File: src/rtl/muldiv_pkg.sv
// Shared definitions for the execute-stage RV32M multiply/divide unit:
// funct3 codes, FSM encoding, iteration count and special-case results.
package muldiv_pkg;

  localparam int unsigned DATA_W     = 32;
  localparam int unsigned CNT_W      = 6;
  localparam int unsigned ITERATIONS = 32;

  localparam logic [2:0] OP_MUL    = 3'b000;
  localparam logic [2:0] OP_MULH   = 3'b001;
  localparam logic [2:0] OP_MULHSU = 3'b010;
  localparam logic [2:0] OP_MULHU  = 3'b011;
  localparam logic [2:0] OP_DIV    = 3'b100;
  localparam logic [2:0] OP_DIVU   = 3'b101;
  localparam logic [2:0] OP_REM    = 3'b110;
  localparam logic [2:0] OP_REMU   = 3'b111;

  localparam logic [DATA_W-1:0] DIV0_QUOT = 32'hFFFF_FFFF;
  localparam logic [DATA_W-1:0] OVF_QUOT  = 32'h8000_0000;
  localparam logic [DATA_W-1:0] OVF_REM   = 32'h0000_0000;

  typedef enum logic [1:0] {
    S_IDLE = 2'd0,
    S_MUL  = 2'd1,
    S_DIV  = 2'd2,
    S_DONE = 2'd3
  } state_e;

  // Two's-complement negate when neg is set.
  function automatic logic [DATA_W-1:0] cond_neg(input logic [DATA_W-1:0] v, input logic neg);
    return neg ? DATA_W'(~v + DATA_W'(1)) : v;
  endfunction

endpackage

File: src/rtl/muldiv_div_iter.sv
// One restoring-division step: shifts the next dividend bit into the
// partial remainder and produces one quotient bit.
module muldiv_div_iter
  import muldiv_pkg::*;
(
  input  logic [DATA_W-1:0] rem_i,
  input  logic [DATA_W-1:0] quot_i,
  input  logic [DATA_W-1:0] div_i,
  output logic [DATA_W-1:0] rem_o,
  output logic [DATA_W-1:0] quot_o
);

  logic [DATA_W:0] shifted;
  logic [DATA_W:0] diff;

  // rem_i < div_i always holds, so the shifted value fits in DATA_W+1 bits.
  always_comb begin
    shifted = {rem_i, quot_i[DATA_W-1]};
    diff    = shifted - {1'b0, div_i};
    if (!diff[DATA_W]) begin
      rem_o  = diff[DATA_W-1:0];
      quot_o = {quot_i[DATA_W-2:0], 1'b1};
    end else begin
      rem_o  = shifted[DATA_W-1:0];
      quot_o = {quot_i[DATA_W-2:0], 1'b0};
    end
  end

endmodule

File: src/rtl/ex_muldiv.sv
// Iterative RV32M multiply/divide unit for the execute stage.
// Define MULDIV_FAST_MUL_EN for a single-cycle multiply; divide stays iterative.
module ex_muldiv #(
  parameter int unsigned XLEN = 32
) (
  input  logic            clk,
  input  logic            rst_n,
  input  logic            start_i,
  input  logic [2:0]      op_i,
  input  logic [XLEN-1:0] rs1_i,
  input  logic [XLEN-1:0] rs2_i,
  input  logic            flush_i,
  output logic            busy_o,
  output logic            done_o,
  output logic            stall_o,
  output logic [XLEN-1:0] result_o
);
  import muldiv_pkg::*;

  state_e                state_q, state_d;
  logic [CNT_W-1:0]      cnt_q, cnt_d;
  logic [2:0]            op_q, op_d;
  logic [2*DATA_W-1:0]   acc_q, acc_d;
  logic [2*DATA_W-1:0]   sh_q, sh_d;
  logic [DATA_W-1:0]     bmag_q, bmag_d;
  logic [DATA_W-1:0]     result_q, result_d;
  logic                  neg_q, neg_d;
  logic                  neg_rem_q, neg_rem_d;
  logic                  div0_q, div0_d;
  logic                  ovf_q, ovf_d;

  logic                  a_sgn, b_sgn, a_neg, b_neg;
  logic [DATA_W-1:0]     a_mag, b_mag;
  logic [DATA_W-1:0]     rem_nxt, quot_nxt;
  logic [2*DATA_W-1:0]   mul_sum, mul_prod;
  logic [DATA_W-1:0]     mul_res, div_res, div_spec_res;
  logic                  is_rem, last_iter;

  // Operand signedness and magnitudes for the request on the inputs.
  always_comb begin
    a_sgn = (op_i == OP_MUL) || (op_i == OP_MULH) || (op_i == OP_MULHSU) ||
            (op_i == OP_DIV) || (op_i == OP_REM);
    b_sgn = (op_i == OP_MUL) || (op_i == OP_MULH) ||
            (op_i == OP_DIV) || (op_i == OP_REM);
    a_neg = a_sgn & rs1_i[DATA_W-1];
    b_neg = b_sgn & rs2_i[DATA_W-1];
    a_mag = cond_neg(rs1_i, a_neg);
    b_mag = cond_neg(rs2_i, b_neg);
  end

  muldiv_div_iter u_div_iter (
    .rem_i  (acc_q[2*DATA_W-1:DATA_W]),
    .quot_i (acc_q[DATA_W-1:0]),
    .div_i  (bmag_q),
    .rem_o  (rem_nxt),
    .quot_o (quot_nxt)
  );

  // Datapath results of the current cycle.
  always_comb begin
`ifdef MULDIV_FAST_MUL_EN
    mul_sum = sh_q * {{DATA_W{1'b0}}, bmag_q};
`else
    mul_sum = bmag_q[0] ? acc_q + sh_q : acc_q;
`endif
    mul_prod = neg_q ? (2*DATA_W)'(~mul_sum + (2*DATA_W)'(1)) : mul_sum;
    case (op_q)
      OP_MULH, OP_MULHSU, OP_MULHU: mul_res = mul_prod[2*DATA_W-1:DATA_W];
      default:                      mul_res = mul_prod[DATA_W-1:0];
    endcase
    is_rem    = (op_q == OP_REM) || (op_q == OP_REMU);
    div_res   = is_rem ? cond_neg(rem_nxt, neg_rem_q) : cond_neg(quot_nxt, neg_q);
    if (div0_q) begin
      div_spec_res = ((op_q == OP_DIV) || (op_q == OP_DIVU)) ? DIV0_QUOT
                                                             : cond_neg(acc_q[DATA_W-1:0], neg_rem_q);
    end else begin
      div_spec_res = is_rem ? OVF_REM : OVF_QUOT;
    end
    last_iter = (cnt_q == CNT_W'(ITERATIONS - 1));
  end

  // Next-state and register updates.
  always_comb begin
    state_d   = state_q;
    cnt_d     = cnt_q;
    op_d      = op_q;
    acc_d     = acc_q;
    sh_d      = sh_q;
    bmag_d    = bmag_q;
    result_d  = result_q;
    neg_d     = neg_q;
    neg_rem_d = neg_rem_q;
    div0_d    = div0_q;
    ovf_d     = ovf_q;

    case (state_q)
      S_IDLE: begin
        if (start_i && !flush_i) begin
          op_d      = op_i;
          cnt_d     = '0;
          bmag_d    = b_mag;
          neg_d     = a_neg ^ b_neg;
          neg_rem_d = a_neg;
          div0_d    = (rs2_i == '0);
          ovf_d     = ((op_i == OP_DIV) || (op_i == OP_REM)) &&
                      (rs1_i == OVF_QUOT) && (rs2_i == DIV0_QUOT);
          if (op_i[2]) begin
            acc_d   = {{DATA_W{1'b0}}, a_mag};
            state_d = S_DIV;
          end else begin
            acc_d   = '0;
            sh_d    = {{DATA_W{1'b0}}, a_mag};
            state_d = S_MUL;
          end
        end
      end
      S_MUL: begin
        if (flush_i) begin
          state_d = S_IDLE;
        end else begin
`ifdef MULDIV_FAST_MUL_EN
          result_d = mul_res;
          state_d  = S_DONE;
`else
          acc_d  = mul_sum;
          sh_d   = {sh_q[2*DATA_W-2:0], 1'b0};
          bmag_d = {1'b0, bmag_q[DATA_W-1:1]};
          cnt_d  = cnt_q + CNT_W'(1);
          if (last_iter) begin
            result_d = mul_res;
            state_d  = S_DONE;
          end
`endif
        end
      end
      S_DIV: begin
        if (flush_i) begin
          state_d = S_IDLE;
        end else if (div0_q || ovf_q) begin
          result_d = div_spec_res;
          state_d  = S_DONE;
        end else begin
          acc_d = {rem_nxt, quot_nxt};
          cnt_d = cnt_q + CNT_W'(1);
          if (last_iter) begin
            result_d = div_res;
            state_d  = S_DONE;
          end
        end
      end
      default: state_d = S_IDLE;
    endcase
  end

  always_ff @(posedge clk or negedge rst_n) begin
    if (!rst_n) begin
      state_q   <= S_IDLE;
      cnt_q     <= '0;
      op_q      <= '0;
      acc_q     <= '0;
      sh_q      <= '0;
      bmag_q    <= '0;
      result_q  <= '0;
      neg_q     <= 1'b0;
      neg_rem_q <= 1'b0;
      div0_q    <= 1'b0;
      ovf_q     <= 1'b0;
    end else begin
      state_q   <= state_d;
      cnt_q     <= cnt_d;
      op_q      <= op_d;
      acc_q     <= acc_d;
      sh_q      <= sh_d;
      bmag_q    <= bmag_d;
      result_q  <= result_d;
      neg_q     <= neg_d;
      neg_rem_q <= neg_rem_d;
      div0_q    <= div0_d;
      ovf_q     <= ovf_d;
    end
  end

  assign busy_o   = (state_q == S_MUL) || (state_q == S_DIV);
  assign done_o   = (state_q == S_DONE);
  assign result_o = result_q;
  // Stall is forced low while reset is asserted.
  assign stall_o  = rst_n & ((start_i & (state_q == S_IDLE) & ~flush_i) | busy_o);

endmodule

File: config.mk
export PLATFORM = sky130hd
export DESIGN_NAME = ex_muldiv
export DESIGN_NICKNAME = d
export VERILOG_FILES = /design/src/rtl/muldiv_pkg.sv /design/src/rtl/muldiv_div_iter.sv /design/src/rtl/ex_muldiv.sv
export SDC_FILE = /design/constraint.sdc
export NUM_CORES = 1
export LEC_CHECK = 0
export CELL_PAD_IN_SITES_DETAIL_PLACEMENT = 1
export CELL_PAD_IN_SITES_GLOBAL_PLACEMENT = 2
export CORE_MARGIN = 5
export CORE_UTILIZATION = 35
export CTS_CLUSTER_SIZE = 20
export DETAILED_ROUTE_END_ITERATION = 8
export PLACE_DENSITY_LB_ADDON = 0.25
export SLEW_MARGIN = 30
export SYNTH_ARGS = -nofsm -noshare
export SYNTH_HDL_FRONTEND = slang
export SYNTH_SLANG_ARGS = --single-unit
File: constraint.sdc
create_clock -name clk -period 7 [get_ports clk]
set_input_delay 1.05 -clock clk [delete_from_list [all_inputs] [get_ports clk]]
set_output_delay 1.05 -clock clk [all_outputs]
set_load 0.01 [all_outputs]
==> impl_metrics.csv, run 1 <==
group,metric,value,unit
run_status,status,"finished clean",
global_route,grt_overflow_total,0,
die,design.die.area,75400,um2
die,row_count,97,
placed_design,gp_congestion,1.02,
drt,drtIter0Drc,2754,
pwr,p_per_area,490,nW/um2
synthesis,synth_common_cells,"nand2_1, o21ai_0, nor2_1, a21oi_1, dfrtp_1",
worst_setup_path,critical_path_arrival,6470,ps
clock_tree,htreeDepth,1,
synthesis,ys_types,106,
synthesis,ys_seq_area_frac,0.211,
worst_setup_path,critPathMaxStageDelay,510,ps
synthesis,syn-instance-count,3425,
finish,fillCellCount,8723,
global_route,grt_use_total,0.342,
synthesis,synth.top_cell.area_share,0.211,
synthesis,synth.net_count,3605,
clock_tree,cts_resized,0,
die,core,69700,um2
sta,worstMarginPinSlew,1140,ps
finish,area_growth,11.9,%
worst_setup_path,cp_slowest_cell,"o41ai_1",
pwr,peakVddDrop,0.257,mV
sta,fin_crit,5980,ps
worst_setup_path,cp-end-kind,"flop",
drt,totalWireLength,134000,um
global_route,grt_pass1_vias,28437,
drt,drc_errors,0,
sta,max_slew_margin,0.232,
clock_tree,clock-sinks,207,
global_route,antenna_found_initial,1,
placed_design,dp_hpwl,105000,um
clock_tree,postCtsHoldBufs,0,
sta,period_share,0.854,
die,ioPinCount,106,
synthesis,synth_area,24500,um2
clock_tree,clockRootBuffer,"clkbuf_16",
sta,finalHoldViolations,0,
sta,rsz0062_at_grt,"no",
clock_tree,clock_latency,620,ps
synthesis,synth-seq-cells,207,
drt,firstDrtPassIters,5,
global_route,grt_max_degree,78,
pwr,power,0.0134,W
worst_setup_path,cp_max_fo,10,
min_path,hp-class,"input pin to asynchronous set/reset pin",
clock_tree,clk_pin_slew,80,ps
sta,fmax,167,MHz
synthesis,async_flop_share,1.00,
clock_tree,cts.path.max_buffers,3,
drt,wire_per_inst,30.9,um
finish,drive_above_1_share,0.0709,
worst_setup_path,cp-start-kind,"flop",
synthesis,synthTopCellsByArea,"dfrtp_1, o21ai_0, nand2_1, a21oi_1, ha_1",
clock_tree,cts_tree,"built",
finish,regArea,5190,um2
die,die_w,275,um
clock_tree,post-cts-setup-buffers,0,
sta,clock_skew,27.7,ps
die,die_h,275,um
clock_tree,numCtsBuffers,29,
placed_design,port_buffers,105,
worst_setup_path,crit_chain,"inv_1 -> ha_1 -> fa_1 -> nand2b_1 -> a21oi_1 -> o21ai_1 -> a211oi_1 -> o211a_2 -> inv_2 -> nand2_1 -> o21ai_0 -> inv_1 -> ha_1 -> nand2_1 -> or4_1 -> mux2_2 -> a211oi_2 -> o2111ai_1 -> o41ai_1 -> xnor2_1 -> a21oi_1 -> a2111oi_2",
synthesis,synth_area_leader_cell,"dfrtp_1",
sta,final_max_slew_viol_count,0,
synthesis,avgSynthCellArea,7.15,um2
finish,n_antenna_cell,0,
worst_setup_path,required,7490,ps
die,start_util,0.352,
pwr,power.leakage,10.7,nW
flow_run,drv_cap,0,
finish,nets,3572,
sta,tns,0,ps
drt,postRouteAntennaNets,0,
synthesis,yosysMostFrequentCell,"nand2_1",
synthesis,yosysWarningCount,0,
drt,num_vias,28431,
finish,multi_input_area,18100,um2
synthesis,ys.flop_type,"dfrtp_1",
global_route,grt_pass1_wl,195000,um
sta,finalSetupViolCount,0,
drt,vias_per_cell,6.53,
synthesis,synth_edf_count,0,
worst_setup_path,crit_type,"flop to flop",
[where the power goes]
group          internal (W)  total [W]  switching (W)
Combinational       0.00297    0.00982        0.00685
Clock              0.000925    0.00160       0.000674
Sequential          0.00152    0.00201       0.000497
Total               0.00541     0.0134        0.00802
[metal layers]
layer	global-route usage	share of wire	vias to the layer above
met5	0	0.000097	-
met1	0.456	0.43	14304
met3	0.0384	0.060	284
met2	0.550	0.45	1215
met4	0.169	0.060	2
li1	-	-	12626
[path summary, 6_finish.rpt]
check / startpoint / endpoint / slack (ps) / cells after the start
setup reg to reg: acc_q[31] / result_o[30] / 1020 / 22
hold reg to reg: cnt_q[1] / cnt_q[1] / 500 / 2
max in group asynchronous: rst_n / bmag_q[13] / 5520 / 2
min in group clk: cnt_q[1] / cnt_q[1] / 500 / 2
hold / removal: rst_n / acc_q[30] / 310 / 1
setup / recovery: acc_q[31] / result_o[30] / 1020 / 22
[area by class of cell]
class / instances / area share
Tap cell: 940 / 0.0429
Timing Repair Buffer: 178 / 0.0588
Clock buffer: 41 / 0.0303
Multi-Input combinational cell: 2880 / 0.661
Sequential cell: 207 / 0.189
Inverter: 96 / 0.0132
Clock inverter: 10 / 0.00466
[worst max-delay path: cells and delay by family (launching register included)]
family	cells	cell delay (ps)
compound gates	10	2940
xor+xnor	1	200
fa+ha+maj	3	900
buf+inv	3	320
flops	1	420
mux	1	330
simple gates	4	740
[registers in the layout (all words and copies together) (netlist names)]
name / flops
acc_q: 64
sh_q: 64
bmag_q: 32
result_o: 32
cnt_q: 6
op_q: 3
state_q: 2
div0_q: 1
neg_q: 1
neg_rem_q: 1
ovf_q: 1
[through the flow]
stage | cell area, um2 | hold slack, ps | util | instances | setup WS, ps
2_1_floorplan | 24500 | 466 | - | 3425 | 1520
3_3_place_gp | 26400 | 480 | 0.379 | 4301 | 1110
3_5_place_dp | 26400 | 498 | 0.379 | 4301 | 1110
4_1_cts | 27400 | 317 | 0.393 | 4352 | 1100
5_1_grt | 27400 | 334 | 0.393 | 4352 | 625
6_report | 27400 | 313 | 0.393 | 4352 | 1020
[cell usage in the layout (no fill, tap or decap), drive strengths merged, types with 18 or more instances in the layout]
cell type,netlist,layout
nand2,472,472
o21ai,381,381
nor2,309,309
a21oi,281,281
dfrtp,207,207
xnor2,107,107
ha,107,107
clkdlybuf4s50,0,104
inv,96,96
nor3,89,89
xor2,88,88
buf,46,74
mux2i,72,72
nand4,66,66
nand3,63,63
a221oi,58,58
or3,52,52
a211oi,48,48
nor4,44,44
a21o,42,42
o211ai,41,41
clkbuf,196,41
o21a,39,39
a31oi,37,37
o31ai,35,35
nand2b,25,25
and3,23,23
and2,22,22
mux2,20,20
o22ai,20,20
or4,19,19
nor2b,19,19
a22o,18,18
[cells by family after synthesis]
family / synth area share
AO/OA/AOI/OAI: 0.325
XOR/XNOR: 0.0697
adder cells (fa/ha/maj): 0.0563
buffers and inverters: 0.0532
flip-flops: 0.211
multiplexers: 0.0386
AND/OR/NAND/NOR: 0.245
Power figures use the tool's default switching activity.
==> inputs of run 2 (changes only) <==
--- a/config.mk
+++ b/config.mk
@@ -12,6 +12,7 @@
 export CTS_CLUSTER_SIZE = 20
 export DETAILED_ROUTE_END_ITERATION = 8
 export PLACE_DENSITY_LB_ADDON = 0.25
+export SKIP_LAST_GASP = 1
 export SLEW_MARGIN = 30
 export SYNTH_ARGS = -nofsm -noshare
 export SYNTH_HDL_FRONTEND = slang
==> results of run 2 <==
Final layout, timing and power as in run 1 (identical DEF).
